--- src/rtl/multicycle_ctrl.sv ---
// Multi-cycle main control FSM for the MIPS-subset datapath with a memory ready handshake and wait watchdog.
// Optional feature: define ILLEGAL_OP_TRAP_EN to trap on illegal opcodes instead of retiring them as NOPs.
module multicycle_ctrl #(
   parameter int WAIT_MAX = 15,
   parameter int CNT_W    = 32
) (
   input  logic             clk,
   input  logic             rst,
   input  logic [5:0]       op,
   input  logic             zero,
   input  logic             mem_ready,
   output logic             pc_write,
   output logic             ir_write,
   output logic             i_or_d,
   output logic             mem_read,
   output logic             mem_write,
   output logic             reg_write,
   output logic             reg_dst,
   output logic             mem_to_reg,
   output logic             alu_src_a,
   output logic [1:0]       alu_src_b,
   output logic [2:0]       alu_op,
   output logic [1:0]       pc_src,
   output logic             instr_done,
   output logic [CNT_W-1:0] retired_cnt,
   output logic             mem_err,
   output logic [3:0]       state
);

   typedef enum logic [3:0] {
      S_FETCH    = 4'd0,
      S_DECODE   = 4'd1,
      S_MEM_ADDR = 4'd2,
      S_MEM_RD   = 4'd3,
      S_MEM_WB   = 4'd4,
      S_MEM_WR   = 4'd5,
      S_R_EXEC   = 4'd6,
      S_I_EXEC   = 4'd7,
      S_ALU_WB   = 4'd8,
      S_BRANCH   = 4'd9,
      S_JUMP     = 4'd10,
      S_TRAP     = 4'd11,
      S_HALT     = 4'd12
   } state_t;

   localparam logic [5:0] OP_RTYPE = 6'b000000;
   localparam logic [5:0] OP_ADDI  = 6'b001000;
   localparam logic [5:0] OP_SLTI  = 6'b001010;
   localparam logic [5:0] OP_ANDI  = 6'b001100;
   localparam logic [5:0] OP_ORI   = 6'b001101;
   localparam logic [5:0] OP_BEQ   = 6'b000100;
   localparam logic [5:0] OP_LW    = 6'b100011;
   localparam logic [5:0] OP_SW    = 6'b101011;
   localparam logic [5:0] OP_J     = 6'b000010;

   localparam int WW = (WAIT_MAX < 2) ? 1 : $clog2(WAIT_MAX);
   localparam logic [WW-1:0] WAIT_LAST = WW'(WAIT_MAX - 1);

   state_t        st;
   logic [5:0]    op_q;
   logic [WW-1:0] wait_cnt;
   logic          is_wait;
   logic          op_legal;

   assign state    = st;
   assign is_wait  = (st == S_FETCH) || (st == S_MEM_RD) || (st == S_MEM_WR);
   assign op_legal = (op == OP_RTYPE) || (op == OP_ADDI) || (op == OP_SLTI) ||
                     (op == OP_ANDI)  || (op == OP_ORI)  || (op == OP_BEQ)  ||
                     (op == OP_LW)    || (op == OP_SW)   || (op == OP_J);

   always_ff @(posedge clk) begin
      if (rst) begin
         st          <= S_FETCH;
         op_q        <= '0;
         wait_cnt    <= '0;
         retired_cnt <= '0;
         mem_err     <= 1'b0;
      end else begin
         if (instr_done)
            retired_cnt <= retired_cnt + 1'b1;
         // The WAIT_MAX-th consecutive unanswered cycle trips the watchdog; a late ack on that cycle still wins.
         if (is_wait && !mem_ready) begin
            if (wait_cnt == WAIT_LAST) begin
               mem_err  <= 1'b1;
               st       <= S_HALT;
               wait_cnt <= '0;
            end else begin
               wait_cnt <= wait_cnt + 1'b1;
            end
         end else begin
            wait_cnt <= '0;
            case (st)
               S_FETCH:  st <= S_DECODE;
               S_DECODE: begin
                  op_q <= op;
                  case (op)
                     OP_RTYPE:                         st <= S_R_EXEC;
                     OP_ADDI, OP_SLTI, OP_ANDI, OP_ORI: st <= S_I_EXEC;
                     OP_BEQ:                           st <= S_BRANCH;
                     OP_LW, OP_SW:                     st <= S_MEM_ADDR;
                     OP_J:                             st <= S_JUMP;
`ifdef ILLEGAL_OP_TRAP_EN
                     default:                          st <= S_TRAP;
`else
                     default:                          st <= S_FETCH;
`endif
                  endcase
               end
               S_MEM_ADDR: st <= (op_q == OP_LW) ? S_MEM_RD : S_MEM_WR;
               S_MEM_RD:   st <= S_MEM_WB;
               S_R_EXEC, S_I_EXEC: st <= S_ALU_WB;
               S_MEM_WB, S_MEM_WR, S_ALU_WB, S_BRANCH, S_JUMP: st <= S_FETCH;
               default:    st <= st;
            endcase
         end
      end
   end

   always_comb begin
      pc_write   = 1'b0;
      ir_write   = 1'b0;
      i_or_d     = 1'b0;
      mem_read   = 1'b0;
      mem_write  = 1'b0;
      reg_write  = 1'b0;
      reg_dst    = 1'b0;
      mem_to_reg = 1'b0;
      alu_src_a  = 1'b0;
      alu_src_b  = 2'b00;
      alu_op     = 3'b000;
      pc_src     = 2'b00;
      instr_done = 1'b0;
      if (!rst) begin
         case (st)
            S_FETCH: begin
               mem_read  = 1'b1;
               alu_src_b = 2'b01;
               ir_write  = mem_ready;
               pc_write  = mem_ready;
            end
            S_DECODE: begin
               alu_src_b = 2'b11;
`ifndef ILLEGAL_OP_TRAP_EN
               instr_done = !op_legal;
`endif
            end
            S_MEM_ADDR: begin
               alu_src_a = 1'b1;
               alu_src_b = 2'b10;
            end
            S_MEM_RD: begin
               mem_read = 1'b1;
               i_or_d   = 1'b1;
            end
            S_MEM_WB: begin
               reg_write  = 1'b1;
               mem_to_reg = 1'b1;
               instr_done = 1'b1;
            end
            S_MEM_WR: begin
               mem_write  = 1'b1;
               i_or_d     = 1'b1;
               instr_done = mem_ready;
            end
            S_R_EXEC: begin
               alu_src_a = 1'b1;
               alu_op    = 3'b100;
            end
            S_I_EXEC: begin
               alu_src_a = 1'b1;
               alu_src_b = 2'b10;
               case (op_q)
                  OP_SLTI: alu_op = 3'b001;
                  OP_ANDI: alu_op = 3'b010;
                  OP_ORI:  alu_op = 3'b011;
                  default: alu_op = 3'b000;
               endcase
            end
            S_ALU_WB: begin
               reg_write  = 1'b1;
               reg_dst    = (op_q == OP_RTYPE);
               instr_done = 1'b1;
            end
            S_BRANCH: begin
               alu_src_a  = 1'b1;
               alu_op     = 3'b101;
               pc_src     = 2'b01;
               pc_write   = zero;
               instr_done = 1'b1;
            end
            S_JUMP: begin
               pc_src     = 2'b10;
               pc_write   = 1'b1;
               instr_done = 1'b1;
            end
            default: ;
         endcase
      end
   end

endmodule

--- config.mk ---
export PLATFORM = sky130hd
export DESIGN_NAME = multicycle_ctrl
export DESIGN_NICKNAME = d
export VERILOG_FILES = /design/src/rtl/multicycle_ctrl.sv
export SDC_FILE = /design/constraint.sdc
export NUM_CORES = 1
export LEC_CHECK = 0
export ABC_AREA = 1
export BUFFER_PORTS_ARGS = -buffer_cell sky130_fd_sc_hd__buf_2
export CORE_MARGIN = 2
export CORE_UTILIZATION = 38
export DETAILED_ROUTE_END_ITERATION = 16
export GPL_ROUTABILITY_DRIVEN = 0
export PLACE_DENSITY = 0.6
export REMOVE_ABC_BUFFERS = 1
export SLEW_MARGIN = 20
export SYNTH_ARGS = -nofsm -noshare
export SYNTH_HDL_FRONTEND = slang
export SYNTH_SLANG_ARGS = --single-unit
--- constraint.sdc ---
create_clock -name clk -period 2.6 [get_ports clk]
set_input_delay 0.65 -clock clk [delete_from_list [all_inputs] [get_ports clk]]
set_output_delay 0.65 -clock clk [all_outputs]
set_load 0.01 [all_outputs]
==> results of run 1 <==
-- power by group through the flow --
stage,sequential (mW),clock (mW),combinational [mW]
6_report,0.763,0.568,0.229
5_1_grt,0.766,0.613,0.261
4_1_cts,0.762,0.582,0.230
3_5_place_dp,0.778,0,0.229
3_3_place_gp,0.778,0,0.228
2_1_floorplan,0.777,0,0.142
-- layout make-up --
cell class | instances | area [µm²] | share of cell area [%]
inverters | 52 | 195 | 5.46
well taps | 102 | 128 | 3.57
multi-input cells | 423 | 1840 | 51.5
flip-flops and latches | 47 | 941 | 26.3
clock buffers | 6 | 82.6 | 2.31
clock inverters | 2 | 35.0 | 0.980
repair buffers | 68 | 353 | 9.87
-- cells in the final DEF (no fill, tap or decap), drive strengths merged --
cell type / count
o22ai: 1
nand3b: 13
xor2: 1
o21ai: 14
bufinv: 1
inv: 52
nand2: 180
nor3: 6
nand4: 3
buf: 68
nor2: 120
xnor2: 1
nor4: 3
a21oi: 35
o2111ai: 1
o21bai: 1
dfxtp: 47
clkinv: 1
ha: 3
nand3: 39
a31oi: 2
clkbuf: 6
-- worst min-delay path: cells and delay by family, from the launching register on --
family          cells  cell delay [ns]
flops               1             0.32
buf+inv             1             0.05
compound gates      1             0.05
-- layer usage --
layer	track usage, %	vias to the layer above	part of all wire (%)
met2	35.4	98	49
met3	3.06	7	5.3
li1	-	1806	-
met1	25.2	1578	45
met4	4.95	0	0.98
met5	0	-	0
-- cells in the mapped netlist (4+ instances only) --
cell type / number / area [µm²]
nand2_1: 176 / 661
nor2_1: 118 / 443
inv_1: 48 / 180
dfxtp_1: 47 / 941
nand3_1: 39 / 195
a21oi_1: 35 / 175
o21ai_0: 14 / 70.1
nand3b_1: 13 / 97.6
clkbuf_1: 7 / 26.3
nor3_1: 5 / 25.0
inv_2: 4 / 15.0
nand2_2: 4 / 25.0
-- per-stage QoR --
step                      hold WS (ns)  utilization [%]  std cells
after global placement           0.438             44.5        692
after detailed placement         0.445             44.5        692
final                            0.460             46.0        700
after global routing             0.484             46.0        700
after floorplan                  0.430                -        522
after CTS                        0.462             46.0        700
-- worst max path at each step --
stage	startpoint	to	cells past startpoint
finish	op[4]	instr_done	10
CTS	state[3]	instr_done	10
floorplan	op[2]	instr_done	9
global route	state[3]	instr_done	10
global placement	op[4]	instr_done	10
detailed placement	op[4]	instr_done	10
-- sequential cells by signal, summed over array words and instances (netlist names) --
name / count
retired_cnt: 32
op_q: 6
state: 4
wait_cnt: 4
mem_err: 1
-- kinds of logic (layout without fill, tap and decap cells) --
logic type,count (synthesis),after routing,share of synthesized area (%)
AOI/OAI and AO/OA,54,54,9.18
buffers and inverters,65,128,8.85
DFF,47,47,30.8
and+or+nand+nor,364,364,49.3
adders and majority gates,3,3,1.23
xor gates and xnor gates,2,2,0.574
==> results_dict.tcl, run 1 <==
set metrics [dict create \
    status "finished, final reports clean" \
    ctsResizeCount 0 \
    path_buf_inv 3 \
    tritoncts "done" \
    endpoint_kind "output port" \
    internal_power_mw 1.12 \
    power-per-cell-area_nw_per_um2 436 \
    rows 32 \
    synth_edf_count 0 \
    cts_root_buf "clkbuf_8" \
    critical_path_required_ns 1.95 \
    drive_gt1_share_pct 14.5 \
    nets 610 \
    cts_setup_buffers 0 \
    synthToLayoutAreaGrowth_pct 17.1 \
    fmax_ghz 0.429 \
    ir_worst_vdd_mv 0.204 \
    drt_wl_total_um 8480 \
    async_reset_ff_share_pct 0 \
    cts.path.max_buffers 2 \
    pwr-share-seq_pct 48.9 \
    arrival_ns 1.68 \
    netSwitchingFraction_pct 28.2 \
    first_pass_iters 5 \
    r2r_cells 11 \
    syn_inst 535 \
    cts_hold_buf 0 \
    start_kind "primary input" \
    rrSetupSlack_ns 0.59 \
    die_h_um 93.6 \
    cp_max_fo 3 \
    htree_levels 2 \
    min_to "mem_err" \
    timing.rr.start "state[2]" \
    synth_cell_type_count 27 \
    track_usage_pct 19.9 \
    max_cap_viol_count 0 \
    combPwrFrac_pct 14.7 \
    setup_ws_ns 0.270 \
    avgSynthCellArea_um2 5.71 \
    net-switching-power_uw 440 \
    drtAntennaViolNets 0 \
    clock_latency_ns 0.30 \
    fin_crit_sh_pct 89.6 \
    setup_viol 0 \
    min_path_cells 2 \
    ys_seq_area_share_pct 30.8 \
    die-area_um2 8770 \
    grt_max_degree 50 \
    first_global_vias 3142 \
    synthFlopType "dfxtp_1" \
    crit_path_max_incr_delay_ns 0.17 \
    place_ws_ns 0.268 \
    slew_viol_final 0 \
    pwr-share-clk_pct 36.4 \
    rsz0062_at_grt "no" \
    final_area_um2 3580 \
    fill_cells 886 \
    clk_pin_slew_worst_paths_ns 0.09 \
    postPlaceCellArea_um2 3460 \
    numCtsBuffers 5 \
    critPathMostFrequentCell "nor2_1" \
    timing.final.hold_violations 0 \
    tightest_slew_ns 0.469 \
    clock_sinks 47 \
    p_leak_nw 1.56 \
    route.detailed.drc 0 \
    wl_per_cell_um 12.1 \
    synth_area_um2 3050 \
    antenna_found_initial 0 \
    core_um2 7770 \
    grt_overflow 0 \
    slowest_stage "nor2_1" \
    slew_headroom_pct 68.7 \
    setup-tns-final_ns 0 \
    vias_per_cell 4.98 \
    total_power_mw 1.56 \
    initial_core_util_pct 39.3 \
    grt_pass1_wl_um 14200 \
    io_buffers 63 \
    antenna_cells 0 \
    drt-initial-drc-count 154 \
    boundaryPins 64 \
    yosys_register_bits 47 \
    period_needed_ns 2.33 \
    worst_hold_path_type "register to register" \
    path_delay_family "simple AND/OR/NAND/NOR gates" \
    yosysWarnings 0 \
    path_cells "buf_2 -> nor2_1 -> nand2_1 -> nor2_1 -> nor2_1 -> nand3_1 -> nand2_2 -> nand2_2 -> inv_1 -> buf_2" \
    worst_clock_skew_ns 0.0128 \
    critPathKind "primary input to output port" \
    timing.rr.end "retired_cnt[0]" \
    vias 3489 \
    worstHoldStart "mem_err" \
    die_x_um 93.6 \
    dp_hpwl_um 6460 \
]
Note: power is estimated with default switching activity, not from simulation.
==> inputs of run 2 (changes only) <==
--- a/config.mk
+++ b/config.mk
@@ -5,13 +5,13 @@
 export SDC_FILE = /design/constraint.sdc
 export NUM_CORES = 1
 export LEC_CHECK = 0
-export ABC_AREA = 1
+export ABC_AREA = 0
 export BUFFER_PORTS_ARGS = -buffer_cell sky130_fd_sc_hd__buf_2
 export CORE_MARGIN = 2
 export CORE_UTILIZATION = 38
 export DETAILED_ROUTE_END_ITERATION = 16
 export GPL_ROUTABILITY_DRIVEN = 0
-export PLACE_DENSITY = 0.6
+export PLACE_DENSITY = 0.61
 export REMOVE_ABC_BUFFERS = 1
 export SLEW_MARGIN = 20
 export SYNTH_ARGS = -nofsm -noshare
==> results_dict.tcl, run 2 <==
set metrics [dict create \
    status "finished, final reports clean" \
    postPlaceCellArea_um2 3120 \
    worstHoldStart "retired_cnt[31]" \
    first_global_vias 2402 \
    drtAntennaViolNets 0 \
    largestRegisters "retired_cnt x32, op_q x6" \
    track_usage_pct 18.2 \
    start_kind "primary input" \
    fin_crit_sh_pct 97.3 \
    clk_pin_slew_worst_paths_ns 0.09 \
    yosysWarnings 0 \
    drt_wl_total_um 6990 \
    period_needed_ns 2.53 \
    final_cell_mix "buf_2 (63), dfxtp_1 (47), a21oi_1 (44)" \
    synth_cell_type_count 55 \
    slowest_stage "or4bb_4" \
    layout.cells.non_filler 509 \
    cp_num_cells 6 \
    path_cells "buf_2 -> or4bb_4 -> a31oi_4 -> o311a_4 -> nor2_1 -> buf_2" \
    critical_path_required_ns 1.95 \
    grt_max_degree 63 \
    final_common_cell "buf_2" \
    setup-tns-final_ns 0 \
    synthToLayoutAreaGrowth_pct 20.4 \
    synthFlopType "dfxtp_1" \
    setup_ws_ns 0.0690 \
    vias 2784 \
    p_leak_nw 1.24 \
    net-switching-power_uw 437 \
    setup_viol 0 \
    die_h_um 88.5 \
    vias_per_cell 5.47 \
    timing.rr.end "retired_cnt[7]" \
    slew_headroom_pct 60.0 \
    crit_path_max_incr_delay_ns 0.54 \
    boundaryPins 64 \
    worst_clock_skew_ns 0.0104 \
    async_reset_ff_share_pct 0 \
    grt_pass1_wl_um 11500 \
    pwr-share-clk_pct 36.6 \
    timing.rr.start "state[2]" \
    critPathKind "primary input to output port" \
    cp_max_fo 2 \
    largest_reg_flops 32 \
    wl_per_cell_um 13.7 \
    final_area_um2 3270 \
    combPwrFrac_pct 15.3 \
    dp_hpwl_um 4840 \
    yosysTopAreaCell "dfxtp_1" \
    ir_worst_vdd_mv 0.309 \
    rows 30 \
    power-per-cell-area_nw_per_um2 484 \
    tightest_slew_ns 0.596 \
    synth_edf_count 0 \
    htree_levels 2 \
    rsz0062_at_grt "no" \
    numCtsBuffers 5 \
    clock_sinks 47 \
    yosysMostFrequentCell "dfxtp_1" \
    min_to "retired_cnt[31]" \
    max_cap_viol_count 0 \
    synth_area_um2 2710 \
    slew_viol_final 0 \
    first_pass_iters 4 \
    grt_overflow 0 \
    timing.final.hold_violations 0 \
    synth_top_area_share_pct 34.7 \
    ys_seq_area_share_pct 34.7 \
    die_x_um 88.5 \
    placedCellCount 500 \
    yosys_register_bits 47 \
    internal_power_mw 1.14 \
    drt-initial-drc-count 188 \
    min_path_cells 2 \
    rrSetupSlack_ns 0.32 \
    route.detailed.drc 0 \
    critPathMostFrequentCell "buf_2" \
    io_buffers 63 \
    initial_core_util_pct 39.5 \
    drive_gt1_share_pct 22.8 \
    cts.path.max_buffers 2 \
    arrival_ns 1.88 \
    synth_area_leaders "dfxtp_1 (35%), a21oi_1 (8.1%), or3_1 (5.3%)" \
    path_buf_inv 2 \
    antenna_cells 0 \
    cts_root_buf "clkbuf_8" \
    netSwitchingFraction_pct 27.6 \
    top_register "retired_cnt" \
    avgSynthCellArea_um2 7.66 \
    nets 425 \
    die-area_um2 7830 \
    tritoncts "done" \
    antenna_found_initial 0 \
    core_um2 6870 \
    worst_hold_path_type "register to register" \
    endpoint_kind "output port" \
    r2r_cells 7 \
    place_ws_ns 0.00508 \
    path_delay_family "simple AND/OR/NAND/NOR gates" \
    synth_common_cells "dfxtp_1 (47), a21oi_1 (44), nand2_1 (27)" \
    pwr-share-seq_pct 48.1 \
    syn_inst 354 \
    clock_latency_ns 0.30 \
    fmax_ghz 0.395 \
]
## run 2: cell types whose count changed after synthesis, moves of 7 or more
cell	before	now
a21oi_1	35	44
inv_1	48	7
nand2_1	176	27
nand2b_1	0	7
nand3_1	39	17
nand3b_1	13	1
nand4_1	3	16
nor2_1	118	20
nor3_1	5	15
o21ai_0	14	25
o31ai_1	0	9
or3_1	0	23
or4_1	0	9
## run 2: final cells by class
class	instances	area, µm²
multi-input cells	275	1640
clock buffers	6	82.6
inverters	8	30.0
repair buffers	75	418
fillers	712	3600
flip-flops and latches	47	941
well taps	96	120
clock inverters	2	38.8
## run 2: timing repair
item | in CTS | in global routing
endpoints found under the hold margin | 0 | 0
pin swaps | 0 | 2
endpoints found under the setup margin | 1 | 1
setup buffers | 0 | 1
hold buffers | 0 | 0
gates resized for setup | 1 | 2
## run 2: worst max-delay path by stage
stage / end / slack [ns] / startpoint
after floorplan: instr_done / 0.02 / op[1]
after global placement: instr_done / 0.03 / op[1]
after detailed placement: instr_done / 0.005 / op[1]
after CTS: instr_done / 0.04 / op[1]
after global routing: instr_done / 0.03 / op[5]
final: instr_done / 0.07 / op[1]
## run 2: power by group through the flow
stage               sequential (mW)  combinational [mW]  clock [mW]
finish                        0.760               0.242       0.578
floorplan                     0.782               0.125           0
global route                  0.765               0.273       0.625
global placement              0.776               0.235           0
detailed placement            0.777               0.237           0
CTS                           0.761               0.238       0.594
## run 2: stage by stage
step | hold WS (ns) | power, mW | utilization [%]
global route | 0.509 | 1.66 | 47.6
CTS | 0.488 | 1.59 | 47.3
global placement | 0.448 | 1.01 | 45.4
detailed placement | 0.471 | 1.01 | 45.4
floorplan | 0.430 | 0.907 | -
finish | 0.483 | 1.58 | 47.6
## run 2: logic make-up (layout without fill, tap and decap cells)
family	after synthesis	after routing	share of synthesized area, %
and+or+nand+nor	166	166	34.0
AOI/OAI and AO/OA	100	100	22.2
DFF	47	47	34.7
buffers and inverters	32	91	5.67
xor gates and xnor gates	5	5	1.61
adders and majority gates	3	3	1.38
muxes	1	1	0.369
## run 2: worst register-to-register path: stages, from the launching register on
cell and delay (ns):
dfxtp_1 0.44, nor2_2 0.24, nand2_2 0.16, o311a_4 0.39
buf_4 0.15, buf_12 0.18, or4_1 0.52, a21oi_1 0.14
## run 2: routing by layer
metal	routed length (µm)	share of wire [%]	track usage (%)	up-vias
li1	-	-	-	1437
met1	3400	49	26.6	1286
met2	3150	45	27.7	56
met3	388	5.6	3.64	5
met4	51	0.73	4.13	0
met5	0	0	0	-
